**src/rtl/game_io_hub_if.sv**
```systemverilog
`default_nettype none
// ============================================================================
//  Module      : game_io_hub_if
//  Description : Data-memory side bus between the processor load/store port
//                and the game I/O hub register window.
//  Revision    : 1.0 - initial release
// ============================================================================
interface game_io_hub_if;
    logic [11:0] addr;
    logic        wren;
    logic        rden;
    logic [31:0] wdata;
    logic [31:0] rdata;
    logic        hit;

    // Processor side drives address/strobes and consumes the read return.
    modport master (
        output addr, wren, rden, wdata,
        input  rdata, hit
    );

    // Peripheral side decodes the access and returns data plus the hit flag.
    modport slave (
        input  addr, wren, rden, wdata,
        output rdata, hit
    );
endinterface
`default_nettype wire

```
**src/rtl/game_io_hub.sv**
```systemverilog
`default_nettype none
// ============================================================================
//  Module      : game_io_hub
//  Description : Memory-mapped game I/O peripheral: free-running LFSR random
//                source, debounced button channels feeding a press-event
//                FIFO, and latched / timed-flash LED drives.
//  Revision    : 1.0 - initial release
// ============================================================================
module game_io_hub #(
    parameter int          NUM_CH          = 4,
    parameter logic [11:0] BASE_ADDR       = 12'd5,
    parameter int          DEBOUNCE_CYCLES = 16,
    parameter int          FIFO_DEPTH      = 4,
    parameter int          FLASH_CYCLES    = 8,
    parameter logic [31:0] LFSR_SEED       = 32'hACE1_0001
) (
    input  logic              clock,
    input  logic              reset,
    game_io_hub_if.slave      bus,
    input  logic [NUM_CH-1:0] buttons,
    output logic [NUM_CH-1:0] leds
);

    // Galois taps 32,22,2,1 for a right-shifting register.
    localparam logic [31:0] c_lfsr_mask = 32'h8020_0003;

    localparam logic [1:0] c_off_random = 2'd0;
    localparam logic [1:0] c_off_led    = 2'd1;
    localparam logic [1:0] c_off_event  = 2'd2;
    localparam logic [1:0] c_off_status = 2'd3;

    localparam int c_db_w = $clog2(DEBOUNCE_CYCLES + 1);
    localparam logic [c_db_w-1:0] c_db_last = c_db_w'(DEBOUNCE_CYCLES - 1);
    localparam logic [c_db_w-1:0] c_db_one  = c_db_w'(1);

    localparam int c_fl_w = $clog2(FLASH_CYCLES + 1);
    localparam logic [c_fl_w-1:0] c_fl_load = c_fl_w'(FLASH_CYCLES);
    localparam logic [c_fl_w-1:0] c_fl_one  = c_fl_w'(1);

    localparam int c_aw = (FIFO_DEPTH > 1) ? $clog2(FIFO_DEPTH) : 1;
    localparam logic [c_aw-1:0] c_ptr_one  = c_aw'(1);
    localparam logic [c_aw:0]   c_cnt_one  = (c_aw + 1)'(1);
    localparam logic [c_aw:0]   c_cnt_full = (c_aw + 1)'(FIFO_DEPTH);
    localparam logic [4:0]      c_num_ch5  = 5'(NUM_CH);

    // ------------------------------------------------------------------
    // Address decode and access strobes
    // ------------------------------------------------------------------
    logic [12:0] w_addr_ext;
    logic        w_hit;
    logic [1:0]  w_offset;
    logic        w_wr_random;
    logic        w_wr_led;
    logic        w_rd_event;
    logic        w_rd_status;
    logic [4:0]  w_led_ch;
    logic        w_led_on;
    logic        w_led_timed;

    assign w_addr_ext  = {1'b0, bus.addr};
    assign w_hit       = (w_addr_ext >= {1'b0, BASE_ADDR}) &&
                         (w_addr_ext <= ({1'b0, BASE_ADDR} + 13'd3));
    // Only the low two bits of (addr - BASE_ADDR) matter inside the window.
    assign w_offset    = bus.addr[1:0] - BASE_ADDR[1:0];
    assign w_wr_random = bus.wren && w_hit && (w_offset == c_off_random);
    assign w_wr_led    = bus.wren && w_hit && (w_offset == c_off_led);
    assign w_rd_event  = bus.rden && w_hit && (w_offset == c_off_event);
    assign w_rd_status = bus.rden && w_hit && (w_offset == c_off_status);
    assign w_led_ch    = bus.wdata[5:1];
    assign w_led_on    = bus.wdata[0];
    assign w_led_timed = bus.wdata[8];

    // ------------------------------------------------------------------
    // LFSR random source
    // ------------------------------------------------------------------
    logic [31:0] lfsr_q, lfsr_d;

    // Advance one Galois step, unless a nonzero reseed is written this cycle.
    always_comb begin
        lfsr_d = {1'b0, lfsr_q[31:1]} ^ (lfsr_q[0] ? c_lfsr_mask : 32'h0);
        if (w_wr_random && (bus.wdata != 32'h0)) begin
            lfsr_d = bus.wdata;
        end
    end

    // ------------------------------------------------------------------
    // Per-channel button debounce and LED drive
    // ------------------------------------------------------------------
    logic [NUM_CH-1:0] w_rise;

    generate
        for (genvar i = 0; i < NUM_CH; i++) begin : g_ch
            logic              sync1_q;
            logic              sync2_q;
            logic              db_q, db_d;
            logic [c_db_w-1:0] cnt_q, cnt_d;
            logic              led_q, led_d;
            logic [c_fl_w-1:0] timer_q, timer_d;
            logic              w_led_sel;

            // Out-of-range channel numbers never match any channel.
            assign w_led_sel = w_wr_led && (w_led_ch == 5'(i));

            // Count consecutive cycles of disagreement; toggle once it has held long enough.
            always_comb begin
                db_d  = db_q;
                cnt_d = '0;
                if (sync2_q != db_q) begin
                    if (cnt_q == c_db_last) begin
                        db_d  = ~db_q;
                        cnt_d = '0;
                    end else begin
                        cnt_d = cnt_q + c_db_one;
                    end
                end
            end

            // LED latch / timed flash; a write always overrides a running timer.
            always_comb begin
                led_d   = led_q;
                timer_d = timer_q;
                if (w_led_sel) begin
                    if (w_led_timed && w_led_on) begin
                        led_d   = 1'b1;
                        timer_d = c_fl_load;
                    end else begin
                        led_d   = w_led_on;
                        timer_d = '0;
                    end
                end else if (timer_q != '0) begin
                    timer_d = timer_q - c_fl_one;
                    if (timer_q == c_fl_one) begin
                        led_d = 1'b0;
                    end
                end
            end

            // Channel state registers.
            always_ff @(posedge clock or negedge reset) begin
                if (!reset) begin
                    sync1_q <= 1'b0;
                    sync2_q <= 1'b0;
                    db_q    <= 1'b0;
                    cnt_q   <= '0;
                    led_q   <= 1'b0;
                    timer_q <= '0;
                end else begin
                    sync1_q <= buttons[i];
                    sync2_q <= sync1_q;
                    db_q    <= db_d;
                    cnt_q   <= cnt_d;
                    led_q   <= led_d;
                    timer_q <= timer_d;
                end
            end

            assign w_rise[i] = db_d & ~db_q;
            assign leds[i]   = led_q;
        end
    endgenerate

    // ------------------------------------------------------------------
    // Pending presses and event FIFO
    // ------------------------------------------------------------------
    logic [NUM_CH-1:0] pending_q, pending_d;
    logic [NUM_CH-1:0] w_push_sel;
    logic [4:0]        w_push_idx;
    logic [4:0]        fifo_q [FIFO_DEPTH];
    logic [4:0]        fifo_d [FIFO_DEPTH];
    logic [c_aw-1:0]   wr_ptr_q, wr_ptr_d;
    logic [c_aw-1:0]   rd_ptr_q, rd_ptr_d;
    logic [c_aw:0]     count_q, count_d;
    logic              ovf_q, ovf_d;
    logic              w_empty;
    logic              w_full;
    logic              w_push_req;
    logic              w_pop;
    logic              w_push;
    logic              w_drop;

    // Lowest-index pending channel wins the single push slot.
    always_comb begin
        w_push_idx = 5'd0;
        for (int k = NUM_CH - 1; k >= 0; k--) begin
            if (pending_q[k]) begin
                w_push_idx = 5'(k);
            end
        end
    end

    assign w_push_sel = pending_q & (~pending_q + NUM_CH'(1));
    assign pending_d  = (pending_q & ~w_push_sel) | w_rise;

    assign w_empty    = (count_q == '0);
    assign w_full     = (count_q == c_cnt_full);
    assign w_push_req = |pending_q;
    assign w_pop      = w_rd_event && !w_empty;
    // A same-cycle pop frees the slot, so a full FIFO can still accept.
    assign w_push     = w_push_req && (!w_full || w_pop);
    assign w_drop     = w_push_req && w_full && !w_pop;
    // A drop in the same cycle as a STATUS read keeps the flag set.
    assign ovf_d      = (ovf_q && !w_rd_status) || w_drop;

    // FIFO storage, pointers and occupancy.
    always_comb begin
        fifo_d   = fifo_q;
        wr_ptr_d = wr_ptr_q;
        rd_ptr_d = rd_ptr_q;
        count_d  = count_q;
        if (w_push) begin
            fifo_d[wr_ptr_q] = w_push_idx;
            wr_ptr_d         = wr_ptr_q + c_ptr_one;
        end
        if (w_pop) begin
            rd_ptr_d = rd_ptr_q + c_ptr_one;
        end
        if (w_push && !w_pop) begin
            count_d = count_q + c_cnt_one;
        end else if (w_pop && !w_push) begin
            count_d = count_q - c_cnt_one;
        end
    end

    // Shared state registers.
    always_ff @(posedge clock or negedge reset) begin
        if (!reset) begin
            lfsr_q    <= LFSR_SEED;
            pending_q <= '0;
            wr_ptr_q  <= '0;
            rd_ptr_q  <= '0;
            count_q   <= '0;
            ovf_q     <= 1'b0;
            for (int k = 0; k < FIFO_DEPTH; k++) begin
                fifo_q[k] <= 5'd0;
            end
        end else begin
            lfsr_q    <= lfsr_d;
            pending_q <= pending_d;
            wr_ptr_q  <= wr_ptr_d;
            rd_ptr_q  <= rd_ptr_d;
            count_q   <= count_d;
            ovf_q     <= ovf_d;
            fifo_q    <= fifo_d;
        end
    end

    // ------------------------------------------------------------------
    // Read return
    // ------------------------------------------------------------------
    logic [31:0] w_rdata;
    logic [4:0]  w_count5;

    assign w_count5 = 5'(count_q);

    // Combinational read mux; zero outside the window and for write-only LED.
    always_comb begin
        w_rdata = 32'h0;
        if (w_hit) begin
            case (w_offset)
                c_off_random: w_rdata = lfsr_q;
                c_off_event: begin
                    if (!w_empty) begin
                        w_rdata = {1'b1, 26'h0, fifo_q[rd_ptr_q]};
                    end
                end
                c_off_status: w_rdata = {11'h0, c_num_ch5, 3'h0, w_count5,
                                         5'h0, ovf_q, w_full, w_empty};
                default: w_rdata = 32'h0;
            endcase
        end
    end

    assign bus.rdata = w_rdata;
    assign bus.hit   = w_hit;

endmodule
`default_nettype wire

```
**src/flat_wrapper.sv**
```systemverilog
// flat-port wrapper written by rule: the top's interface ports become plain ports
module game_io_hub_flat 
#(
    parameter int          NUM_CH          = 4,
    parameter logic [11:0] BASE_ADDR       = 12'd5,
    parameter int          DEBOUNCE_CYCLES = 16,
    parameter int          FIFO_DEPTH      = 4,
    parameter int          FLASH_CYCLES    = 8,
    parameter logic [31:0] LFSR_SEED       = 32'hACE1_0001
)
  (clock, reset, buttons, leds, bus_addr, bus_wren, bus_rden, bus_wdata, bus_rdata, bus_hit);
  game_io_hub_if bus_i ();
  input  logic clock;
  input  logic reset;
  input  logic [NUM_CH-1:0] buttons;
  output logic [NUM_CH-1:0] leds;
  input wire logic [$bits(bus_i.addr)-1:0] bus_addr;
  input wire logic [$bits(bus_i.wren)-1:0] bus_wren;
  input wire logic [$bits(bus_i.rden)-1:0] bus_rden;
  input wire logic [$bits(bus_i.wdata)-1:0] bus_wdata;
  output wire logic [$bits(bus_i.rdata)-1:0] bus_rdata;
  output wire logic [$bits(bus_i.hit)-1:0] bus_hit;
  assign bus_i.addr = bus_addr;
  assign bus_i.wren = bus_wren;
  assign bus_i.rden = bus_rden;
  assign bus_i.wdata = bus_wdata;
  assign bus_rdata = bus_i.rdata;
  assign bus_hit = bus_i.hit;
  game_io_hub #(.NUM_CH(NUM_CH), .BASE_ADDR(BASE_ADDR), .DEBOUNCE_CYCLES(DEBOUNCE_CYCLES), .FIFO_DEPTH(FIFO_DEPTH), .FLASH_CYCLES(FLASH_CYCLES), .LFSR_SEED(LFSR_SEED)) u_core (.clock(clock), .reset(reset), .bus(bus_i), .buttons(buttons), .leds(leds));
endmodule
```
**config.mk**
```make
export PLATFORM = sky130hd
export DESIGN_NAME = game_io_hub_flat
export DESIGN_NICKNAME = d
export VERILOG_FILES = /design/src/rtl/game_io_hub_if.sv /design/src/rtl/game_io_hub.sv /design/src/flat_wrapper.sv
export SDC_FILE = /design/constraint.sdc
export NUM_CORES = 1
export LEC_CHECK = 0
export CAP_MARGIN = 20
export CORE_UTILIZATION = 50
export CTS_CLUSTER_DIAMETER = 120
export DETAILED_ROUTE_END_ITERATION = 10
export PLACE_DENSITY = 0.86
export SYNTH_ARGS = -nofsm -noshare
export SYNTH_HDL_FRONTEND = slang
export SYNTH_SLANG_ARGS = --single-unit
```
**constraint.sdc**
```tcl
create_clock -name clock -period 3.75 [get_ports clock]
set_input_delay 0.5625 -clock clock [delete_from_list [all_inputs] [get_ports clock]]
set_output_delay 0.5625 -clock clock [all_outputs]
set_load 0.02 [all_outputs]
```
* Yosys cells after proc, flatten, opt, wreduce, memory -nomap -nowiden
Index checks and enable logic that the tools add are counted.
Widths: inputs -> output; s select.
** Storage, ports and cells
- Flip-flop bits (word level) :: 116
- Input bits :: 52
- Output and inout port bits :: 37
- Logic and storage cells :: 193
** Cells by class
- $add $sub $neg :: 14
- $lt $le $gt $ge :: 5
- Eq/ne operators :: 19
- Multiplexer cells :: 55
- Bitwise logic cells :: 16
- Reduce and logical (&&, ||, !) cells :: 50
** Operator list (number)
- $mux 32 :: 4
- $pmux 32 s3 :: 1
- $mux 5 :: 11
- $mux 4 :: 9
- $reduce_bool 32->1 :: 1
- $xor 31x32->32 :: 1
- $logic_and 1x1->1 :: 21
- $mux 1 :: 21
- $add 5x1->5 const B :: 4
- $bwmux 20 :: 1
- $eq 5x4->1 const B :: 4
- $reduce_bool 2->1 :: 9
- $eq 4x1->1 const B :: 4
- $reduce_bool 4->1 :: 4
- $sub 4x1->4 const B :: 4
- $ge 12x3->1 const B :: 1
- $le 12x4->1 const B :: 1
- $bmux 5 s2 :: 1
- $demux 5 s2 :: 1
- $eq 5x2->1 const B :: 2
- $and 4x4->4 :: 2
- $mux 2 :: 4
- $not 4->4 :: 2
- $reduce_and 2->1 :: 4
- 23 further kinds :: 42

* Depth between registers and ports, before layout
Gate-level depths: netlist (run 1).
- Depth after elaboration :: 11
- Mapped depth :: 11
- Depth with buffers taken out :: 10

* Worst setup path after synthesis (run 1)
OpenSTA, ideal clock, no wires.
- Kind :: input to register
- From :: in bus_addr[11]
- To :: reg u_core.count_q[2]
- Setup time :: 79 ps
- Data arrival time :: 2838 ps
- Setup slack :: 833 ps
- Stages :: 10
- Path through :: nor4_1 -> nand2_1 -> o31ai_4 -> and2_0 -> ha_1 -> inv_1 -> fa_1 -> xor2_1 -> nor2_1 -> xor2_1
** Between the ends
- Cells in the longest elaborated chain, start to end :: 10
** RTL lines
- from (decl) :: line flat_wrapper.sv:17 : input wire logic [$bits(bus_i.addr)-1:0] bus_addr;
- $ge 12x3->1 / $le 12x4->1 (equally long branches) :: line game_io_hub.sv:61, game_io_hub.sv:62
- $logic_and 1x1->1 * :: line game_io_hub.sv:61 : assign w_hit = (w_addr_ext >= {1'b0, BASE_ADDR}) &&
- $logic_and 1x1->1 * (2 in series) :: line game_io_hub.sv:67 : assign w_rd_event = bus.rden && w_hit && (w_offset == c_off_event);
- $logic_and 1x1->1 * :: line game_io_hub.sv:197 : assign w_pop = w_rd_event && !w_empty;
- $logic_or 1x1->1 * :: line game_io_hub.sv:199 : assign w_push = w_push_req && (!w_full || w_pop);
- $logic_and 1x1->1 * :: line game_io_hub.sv:199
- net u_core.w_push :: line game_io_hub.sv:178 : logic w_push;
- $logic_not 1->1 :: line game_io_hub.sv:219 : end else if (w_pop && !w_push) begin
- $logic_and 1x1->1 :: line game_io_hub.sv:219
- $reduce_bool 2->1 (no line)
- to (signal assigned) :: line game_io_hub.sv:241 : count_q <= count_d;
- to (decl) :: line game_io_hub.sv:172 : logic [c_aw:0] count_q, count_d;
The timed path passes the listed nets; every way through them passes the cells marked *.
A chain may end at the register's enable or synchronous reset.

* Final worst setup path (run 1)
- From :: in bus_addr[10]
- To :: out bus_rdata[18]
** Between the ends
- Cells in the longest elaborated chain, start to end :: 3
** RTL lines
- $ge 12x3->1 / $le 12x4->1 (equally long branches) :: line game_io_hub.sv:61, game_io_hub.sv:62
- $logic_and 1x1->1 * :: line game_io_hub.sv:61
- $mux 32 * :: line game_io_hub.sv:258 : if (w_hit) begin
- to (decl) :: line flat_wrapper.sv:21 : output wire logic [$bits(bus_i.rdata)-1:0] bus_rdata;
Mark *: on every way between the ends. The rest lies on a longest branch, timed or not.

==> results of run 1 <==
[area by class of cell]
class,instances,area (µm²)
Fill cell,754,3528
Sequential cell,104,2614
Multi-Input combinational cell,301,2235
Timing Repair Buffer,98,953.4
Tap cell,133,166.4
Clock buffer,14,162.7
Inverter,27,101.3
Clock inverter,2,13.76
[through the flow]
step | power, mW | cells | util | hold WS (ns) | cell area [µm²]
after detailed placement | 2.442 | 663 | 0.6210 | 0.3381 | 6070
after global routing | 3.273 | 679 | 0.6390 | 0.2638 | 6246
after floorplan | 2.163 | 445 | - | 0.2669 | 5044
after global placement | 2.361 | 663 | 0.6210 | 0.3339 | 6070
final | 3.073 | 679 | 0.6390 | 0.2199 | 6246
after CTS | 3.096 | 679 | 0.6390 | 0.2457 | 6246
[cells in the mapped netlist, drive strengths merged, types with 2 or more instances]
cell type,n,area share
a211oi,5,0.0074
a21oi,16,0.016
a22o,8,0.014
a31oi,4,0.0050
and2,32,0.040
and3,10,0.012
buf,8,0.013
clkbuf,5,0.0057
dfrtp,95,0.47
dfstp,9,0.047
ha,21,0.052
inv,27,0.020
mux2,32,0.072
mux2i,10,0.020
mux4,2,0.0089
nand2,14,0.010
nand2b,2,0.0025
nand3,11,0.011
nand4,3,0.0037
nor2,38,0.028
nor2b,3,0.0037
nor3,10,0.0099
nor3b,3,0.0045
nor4,8,0.0099
nor4b,2,0.0035
o21ai,13,0.015
o31ai,3,0.0072
o41ai,5,0.0087
or2,2,0.0025
or3,8,0.010
or4,2,0.0037
xnor2,9,0.016
xor2,18,0.031
[report_power, final]
| group | leakage, nW | total [mW] | internal (mW) | switching [mW] |
|---|---|---|---|---|
| registers | 1.30 | 1.65 | 1.44 | 0.206 |
| clock network | 0.0907 | 0.643 | 0.280 | 0.363 |
| logic | 1.47 | 0.781 | 0.412 | 0.369 |
[cells in the final DEF, fill, tap and decap left out, types with 4 or more instances in the layout]
master and n:
buf_4 11, a22o_1 8, a21oi_1 16, nand3_1 11
mux2_2 31, mux2i_1 10, clkdlybuf4s50_1 87, or3_1 7
nor4_1 8, a211oi_1 5, a31oi_1 4, clkbuf_8 11
dfstp_2 9, dfrtp_1 95, o21ai_0 12, and2_1 31
nor3_1 10, xor2_1 18, inv_1 27, xnor2_1 9
ha_1 21, and3_1 10, o41ai_1 5, nor2_1 38
nand2_1 14
[registers in the layout, summed over array words and instances (netlist names), 3 cells and up]
name and count:
u_core.count_q 3, u_core.g_ch.sync1_q 4, u_core.g_ch.cnt_q 20, u_core.g_ch.led_q 4
u_core.g_ch.timer_q 16, u_core.g_ch.db_q 4, u_core.g_ch.sync2_q 4, u_core.pending_q 4
u_core.fifo_q 8, u_core.lfsr_q 32
[cells by family after synthesis]
kind of cell / Yosys count / synth area share
adders and majority gates: 22 / 0.05607
muxes: 44 / 0.1010
and+or+nand+nor: 151 / 0.1608
xor gates and xnor gates: 27 / 0.04689
buffers and inverters: 40 / 0.03870
AOI/OAI and AO/OA: 57 / 0.07839
DFF: 104 / 0.5182
[worst min-delay path by stage]
| stage | cells past startpoint | startpoint | to |
|---|---|---|---|
| after global routing | 1 | reset | u_core.g_ch[2].led_q |
| after CTS | 1 | reset | u_core.g_ch[2].timer_q[2] |
| after detailed placement | 0 | u_core.g_ch[0].sync1_q | u_core.g_ch[0].sync2_q |
| after global placement | 0 | u_core.g_ch[1].sync1_q | u_core.g_ch[1].sync2_q |
| final | 1 | reset | u_core.g_ch[2].led_q |
| after floorplan | 0 | reset | u_core.count_q[0] |
[routing by layer]
metal,GRT usage,vias to the layer above,wire length (µm)
met3,0.04172,21,616
met2,0.3877,110,5508
met1,0.2800,1816,4627
li1,-,1734,-
met4,0.08901,0,217
met5,0,-,0
[critical path, delay by kind of cell]
family	cells	cell delay [ns]
compound gates	1	0.16
simple gates	3	1.14
buf+inv	2	1.03
==> reports/qor.txt, run 1 <==
Hold Crit Class: in -> async
fin. max-slew vios: 0
Clock Tree Buf Depth: 2
vias in the first global route: 3,751
Crit-path slowest cell: clkdlybuf4s50_1
Yosys Warn Count: 0
most used cell, CP: clkdlybuf4s50_1
# setup viols final: 0
row cnt: 36
Clock Latency Late Sink: 0.36 ns
Max Cap Viol: 0
share of layout cells above drive strength 1: 0.1337
initial DRC count: 157
post-synth cell types: 49
CTS tree: built
die footprint: 0.01049 mm²
async set or reset register ratio after synthesis: 1.000
Resized Gates After CTS: 0
number of nets in the layout: 615
dpl hpwl: 8356 µm
gr ovfl total: 0
GRT Util Overall: 0.2251
R2R Path Start: u_core.count_q[0]
Placement Setup Slack: 0.1707 ns
critical-path cell list: clkdlybuf4s50_1, nor4_1, nand2_1, or3_1, a21oi_1, clkdlybuf4s50_1
Post-Syn Area per Cell: 11.33 µm²
post-synthesis cell count: 445
Mapped Area: 0.005044 mm²
Synth Flop Type: dfrtp_1
VDD IR-drop max: 0.0002162 V
n_diodes: 0
global-route wire length before repair: 17,950 µm
detailed-route via count: 3,681
status: finished, final reports clean
worst path arrival time: 2.90 ns
final worst setup slack: 0.2851 ns
PD cells: 491.9 mW/mm²
CTS buffer count: 9
die width: 102.4 µm
slew at the pin closest to its max-slew limit: 0.7757 ns
H-tree levels: 3
I/O Pins: 89
final WL: 10,970 µm
hold_buf cts: 0
drc violations: 0
Seq cells post-synth: 104
Post-synth EDFFs: 0
Hold Violations, Final: 0
worst setup path class: in -> out
clock sinks: 104
die height: 102.4 µm
Placer Congestion: 0.8399
WL/cell: 16.16 µm
core footprint: 0.009774 mm²
crit-path max cell delay: 0.62 ns
vias per inst: 5.421
Critical R2R Capture: u_core.count_q[2]
Worst Clk Skew: 0.01138 ns
FMAX: 288.6 MHz
Root Driver: clkbuf_8
1st-pass router iterations: 4
min Tclk post-route: 3.465 ns
Fin Setup TNS: 0 ns
max_slew headroom: 0.4789
Synthesized Nets: 519
antenna viol nets, final: 0
reg2reg setup slack: 1.10 ns
initial antenna violation count: 0
Final period util: 0.9240
largest net degree at the start of global routing: 55
# port buffers: 88
Worst Setup SP: bus_addr[10]
Post-CTS Setup Inserts: 0
CP Capture Point: bus_rdata[18]
post-synthesis sequential area ratio: 0.5182
Setup crit start kind: input port
CP max FO: 6
Initial Util: 0.5160
RSZ-0062 raised after global routing: no
Layout area overhead: 23.84%
worst reg-to-reg path cell count: 10
leakage: 2.868 nW
Worst EP required: 3.19 ns
CP Capture Type: primary output
clk slew on worst S/H paths: 0.10 ns
(Power assumes the default switching activity.)
==> run 2, diff against run 1 <==
CORE_UTILIZATION = 35   (was 50)
PLACE_DENSITY = 0.67   (was 0.86)
==> reports/qor.txt, run 2 (same netlist as run 1, synthesis figures left out) <==
final worst setup slack: 0.2813 ns (-0.003819 ns)
drc violations: 0 (unchanged)
R2R Path Start: u_core.count_q[0]
hold slack: 0.06955 ns (-0.1503 ns)
most frequent cells in the layout: dfrtp_1, clkdlybuf4s50_1, nor2_1
Layout area overhead: 27.69%
n_diodes: 0 (unchanged)
critical-path cell list: clkdlybuf4s50_1, nor4_2, nand2_1, or3_1, nor2_1, clkdlybuf4s50_1
RSZ-0062 raised after global routing: no
crit path buf inv count: 2 (unchanged)
most common cell after layout, fill and taps aside: dfrtp_1
largest register by flop count: u_core.lfsr_q
antenna viol nets, final: 0 (unchanged)
hold_buf cts: 0 (unchanged)
vias in the first global route: 3,620 (-3.5%)
CP delay by family, top: simple AND/OR/NAND/NOR gates
Placer Congestion: 0.8012 (-4.6%)
Max Cap Viol: 0 (unchanged)
Worst Setup SP: bus_addr[11]
WL/cell: 14.91 µm (-7.7%)
Tot Pwr: 3.268 mW (+6.3%)
gr ovfl total: 0 (unchanged)
I/O Pins: 89 (unchanged)
die height: 122.0 µm (+19%)
crit-path max cell delay: 0.66 ns (+0.04 ns)
Worst EP required: 3.19 ns (about the same)
Largest register FFs: 32 (unchanged)
Initial Util: 0.3606 (-0.1554)
CP Capture Type: primary output
final WL: 10,810 µm (-1.4%)
share of layout cells above drive strength 1: 0.1394 (+0.005750)
min Tclk post-route: 3.469 ns (+0.003819 ns)
CTS tree: built
Hold Crit Class: in -> async
global-route wire length before repair: 17,630 µm (-1.8%)
GRT Util Overall: 0.1539 (-0.07117)
number of nets in the layout: 614 (-0.16%)
FMAX: 288.3 MHz (-0.11%)
Resized Gates After CTS: 0 (unchanged)
fin. max-slew vios: 0 (unchanged)
core footprint: 0.01399 mm² (+43%)
largest net degree at the start of global routing: 86 (+56%)
Post-CTS Setup Inserts: 0 (unchanged)
initial antenna violation count: 0 (unchanged)
leakage: 2.914 nW (+1.6%)
PD cells: 507.4 mW/mm² (+3.1%)
worst setup path class: in -> out
row cnt: 43 (+19%)
max_slew headroom: 0.5401 (+0.06117)
H-tree levels: 3 (unchanged)
Fin Setup TNS: 0 ns (unchanged)
die width: 122.0 µm (+19%)
most used cell, CP: clkdlybuf4s50_1
clk slew on worst S/H paths: 0.07 ns (-0.03 ns)
Clock Tree Buf Depth: 2 (unchanged)
worst path arrival time: 2.91 ns (about the same)
# setup viols final: 0 (unchanged)
# port buffers: 88 (unchanged)
Clock Latency Late Sink: 0.34 ns (-0.02 ns)
Root Driver: clkbuf_16
Core Util, Final: 0.4604 (-0.1786)
clock sinks: 104 (unchanged)
die footprint: 0.01489 mm² (+42%)
Largest regs: u_core.lfsr_q x32, u_core.g_ch.cnt_q x20, u_core.g_ch.timer_q x16
VDD IR-drop max: 0.0002452 V (+13%)
Crit-path slowest cell: clkdlybuf4s50_1
dpl hpwl: 7950 µm (-4.9%)
Hold Violations, Final: 0 (unchanged)
detailed-route via count: 3,544 (-3.7%)
CTS buffer count: 9 (unchanged)
vias per inst: 4.888 (-9.8%)
slew at the pin closest to its max-slew limit: 0.6846 ns (-0.09105 ns)
Placement Setup Slack: 0.1805 ns (+0.009816 ns)
initial DRC count: 180 (+15%)
status: finished, final reports clean
# fillers: 1,297 (+72%)
Setup crit start kind: input port
CP max FO: 6 (unchanged)
1st-pass router iterations: 4 (unchanged)
Worst Clk Skew: 0.01001 ns (-0.001369 ns)
Final period util: 0.9250 (+0.001018)
-- run 2: worst paths after layout --
path	cells after the start	to	slack (ns)
setup reg to reg	10	u_core.count_q[2]	1.16
hold reg to reg	0	u_core.g_ch[0].sync2_q	0.35
min in group clock	0	u_core.g_ch[0].sync2_q	0.35
max in group asynchronous	3	u_core.g_ch[2].led_q	2.75
setup / recovery	6	bus_rdata[2]	0.28
hold / removal	1	u_core.g_ch[0].sync1_q	0.07
-- run 2: layout make-up --
class | instances | area (µm²) | area share
tap | 180 | 225.2 | 0.03497
clock buffer | 10 | 229.0 | 0.03555
timing repair buffer | 97 | 978.4 | 0.1519
inverter | 27 | 101.3 | 0.01574
sequential | 104 | 2614 | 0.4059
clock inverter | 6 | 45.04 | 0.006994
multi-input combinational | 301 | 2247 | 0.3489
-- run 2: layer usage --
layer,global-route usage,vias to the layer above,part of all wire
met1,0.1910,1729,0.45
met4,0.04552,0,0.015
met5,0,-,0
met3,0.03371,10,0.038
li1,-,1733,-
met2,0.2662,72,0.50
-- run 2: stage by stage --
step | instances | instance area [µm²]
after floorplan | 445 | 5044
after global placement | 708 | 6126
after detailed placement | 708 | 6126
after CTS | 724 | 6400
after global routing | 725 | 6440
final | 725 | 6440
-- run 2: worst reg2reg max path, delay by kind of cell (launching register included) --
kind	cells	cell delay, ns
simple gates	4	0.83
fa+ha+maj	2	0.64
flops	1	0.44
xor+xnor	2	0.32
compound gates	1	0.23
buf+inv	1	0.07
-- run 2: power breakdown --
| part | leakage [nW] | internal (mW) | switching [mW] |
|---|---|---|---|
| logic | 1.49 | 0.411 | 0.347 |
| registers | 1.30 | 1.45 | 0.201 |
| clock network | 0.125 | 0.453 | 0.411 |
==> run 3, diff against run 2 <==
CORE_MARGIN = 2   (was unset)
clock period = 3.76 ns   (was 3.75 ns; I/O delays follow)
==> reports/qor.txt, run 3 (same netlist as run 1, synthesis figures left out) <==
status: finished, final reports clean
antenna viol nets, final: 0 (unchanged)
# fillers: 1,318 (+1.6%)
clk slew on worst S/H paths: 0.06 ns (about the same)
Placer Congestion: 0.7790 (-2.8%)
largest net degree at the start of global routing: 86 (unchanged)
R2R Path Start: u_core.count_q[0]
slew at the pin closest to its max-slew limit: 0.7555 ns (+0.07084 ns)
hold_buf cts: 0 (unchanged)
worst setup path class: in -> out
core footprint: 0.01399 mm² (unchanged)
H-tree levels: 3 (unchanged)
share of layout cells above drive strength 1: 0.1405 (+0.001061)
die footprint: 0.01539 mm² (+3.3%)
Layout area overhead: 28.38%
worst path arrival time: 2.94 ns (+0.03 ns)
Final period util: 0.9328
Core Util, Final: 0.4629 (+0.002504)
GRT Util Overall: 0.1491 (-0.004791)
number of nets in the layout: 617 (+0.49%)
leakage: 2.935 nW (+0.73%)
dpl hpwl: 8162 µm (+2.7%)
Clock Tree Buf Depth: 2 (unchanged)
Fin Setup TNS: 0 ns (unchanged)
Worst Clk Skew: 0.006421 ns (-0.003590 ns)
Clock Latency Late Sink: 0.34 ns (about the same)
most used cell, CP: clkdlybuf4s50_1
hold slack: 0.05805 ns (-0.01150 ns)
Hold Violations, Final: 0 (unchanged)
Max Cap Viol: 0 (unchanged)
WL/cell: 15.01 µm (+0.63%)
CTS buffer count: 9 (unchanged)
Hold Crit Class: in -> async
row cnt: 43 (unchanged)
PD cells: 517.0 mW/mm² (+1.9%)
Worst EP required: 3.20 ns (about the same)
worst reg-to-reg path cell count: 10 (unchanged)
clock sinks: 104 (unchanged)
CTS tree: built
critical-path cell list: clkdlybuf4s50_1, nor4_1, nand2_1, or3_1, nor2_1, clkdlybuf4s50_1
detailed-route via count: 3,581 (+1.0%)
vias per inst: 4.912 (+0.49%)
reg2reg setup slack: 1.10 ns (-0.06 ns)
min Tclk post-route: 3.507 ns
fin. max-slew vios: 0 (unchanged)
Critical R2R Capture: u_core.count_q[2]
FMAX: 285.1 MHz
Resized Gates After CTS: 0 (unchanged)
die height: 124.0 µm (+1.6%)
Setup crit start kind: input port
max_slew headroom: 0.4925 (-0.04759)
initial DRC count: 127 (-29%)
Largest register FFs: 32 (unchanged)
largest register by flop count: u_core.lfsr_q
CP max FO: 6 (unchanged)
crit-path max cell delay: 0.64 ns (-0.02 ns)
final WL: 10,940 µm (+1.2%)
RSZ-0062 raised after global routing: no
initial antenna violation count: 0 (unchanged)
CP Capture Type: primary output
global-route wire length before repair: 17,730 µm (+0.59%)
drc violations: 0 (unchanged)
Crit-path slowest cell: clkdlybuf4s50_1
crit path buf inv count: 2 (unchanged)
VDD IR-drop max: 0.0002905 V (+18%)
Largest regs: u_core.lfsr_q x32, u_core.g_ch.cnt_q x20, u_core.g_ch.timer_q x16
DP Area: 0.006136 mm² (+0.16%)
1st-pass router iterations: 4 (unchanged)
Post-CTS Setup Inserts: 0 (unchanged)
Root Driver: clkbuf_16
# port buffers: 88 (unchanged)
most frequent cells in the layout: dfrtp_1, clkdlybuf4s50_1, nor2_1
vias in the first global route: 3,649 (+0.80%)
CP delay by family, top: simple AND/OR/NAND/NOR gates
gr ovfl total: 0 (unchanged)
design area: 0.006475 mm² (+0.54%)
die width: 124.0 µm (+1.6%)
I/O Pins: 89 (unchanged)
# setup viols final: 0 (unchanged)
most common cell after layout, fill and taps aside: dfrtp_1
Initial Util: 0.3606 (unchanged)
-- run 3: area by class of cell --
class / count / area, µm² / share of cell area
inverters: 27 / 101.3 / 0.01565
clock buffers: 12 / 256.5 / 0.03961
repair buffers: 100 / 988.4 / 0.1527
well taps: 180 / 225.2 / 0.03478
diodes: 1 / 2.502 / 0.0003865
clock inverters: 4 / 52.55 / 0.008116
multi-input cells: 301 / 2235 / 0.3451
flip-flops and latches: 104 / 2614 / 0.4037
-- run 3: layer usage --
layer | vias up | wire, µm | track usage
met1 | 1753 | 4592 | 0.1757
met5 | - | 0 | 0
li1 | 1744 | - | -
met2 | 73 | 5649 | 0.2678
met3 | 11 | 573 | 0.03938
met4 | 0 | 125 | 0.04003
-- run 3: per-stage QoR --
stage	worst slack, ns	std cells	power [mW]
after floorplan	0.8417	445	2.158
after global placement	0.2616	711	2.370
after detailed placement	0.1952	711	2.413
after CTS	0.1960	727	3.382
after global routing	0.07177	728	3.562
final	0.2528	729	3.348
-- run 3: worst max path at each step --
stage                 startpoint           endpoint  cells after the start
floorplan           bus_addr[11]  u_core.count_q[2]                     10
global placement    bus_addr[11]       bus_rdata[2]                      6
detailed placement  bus_addr[11]  u_core.count_q[2]                     12
CTS                 bus_addr[11]       bus_rdata[2]                      6
global route        bus_addr[11]       bus_rdata[2]                      6
finish              bus_addr[11]       bus_rdata[2]                      6
-- run 3: report_power, final --
part / internal [mW] / leakage [nW] / total, mW / switching, mW
clock: 0.553 / 0.141 / 0.955 / 0.403
combinational: 0.410 / 1.49 / 0.748 / 0.338
sequential: 1.44 / 1.30 / 1.64 / 0.203
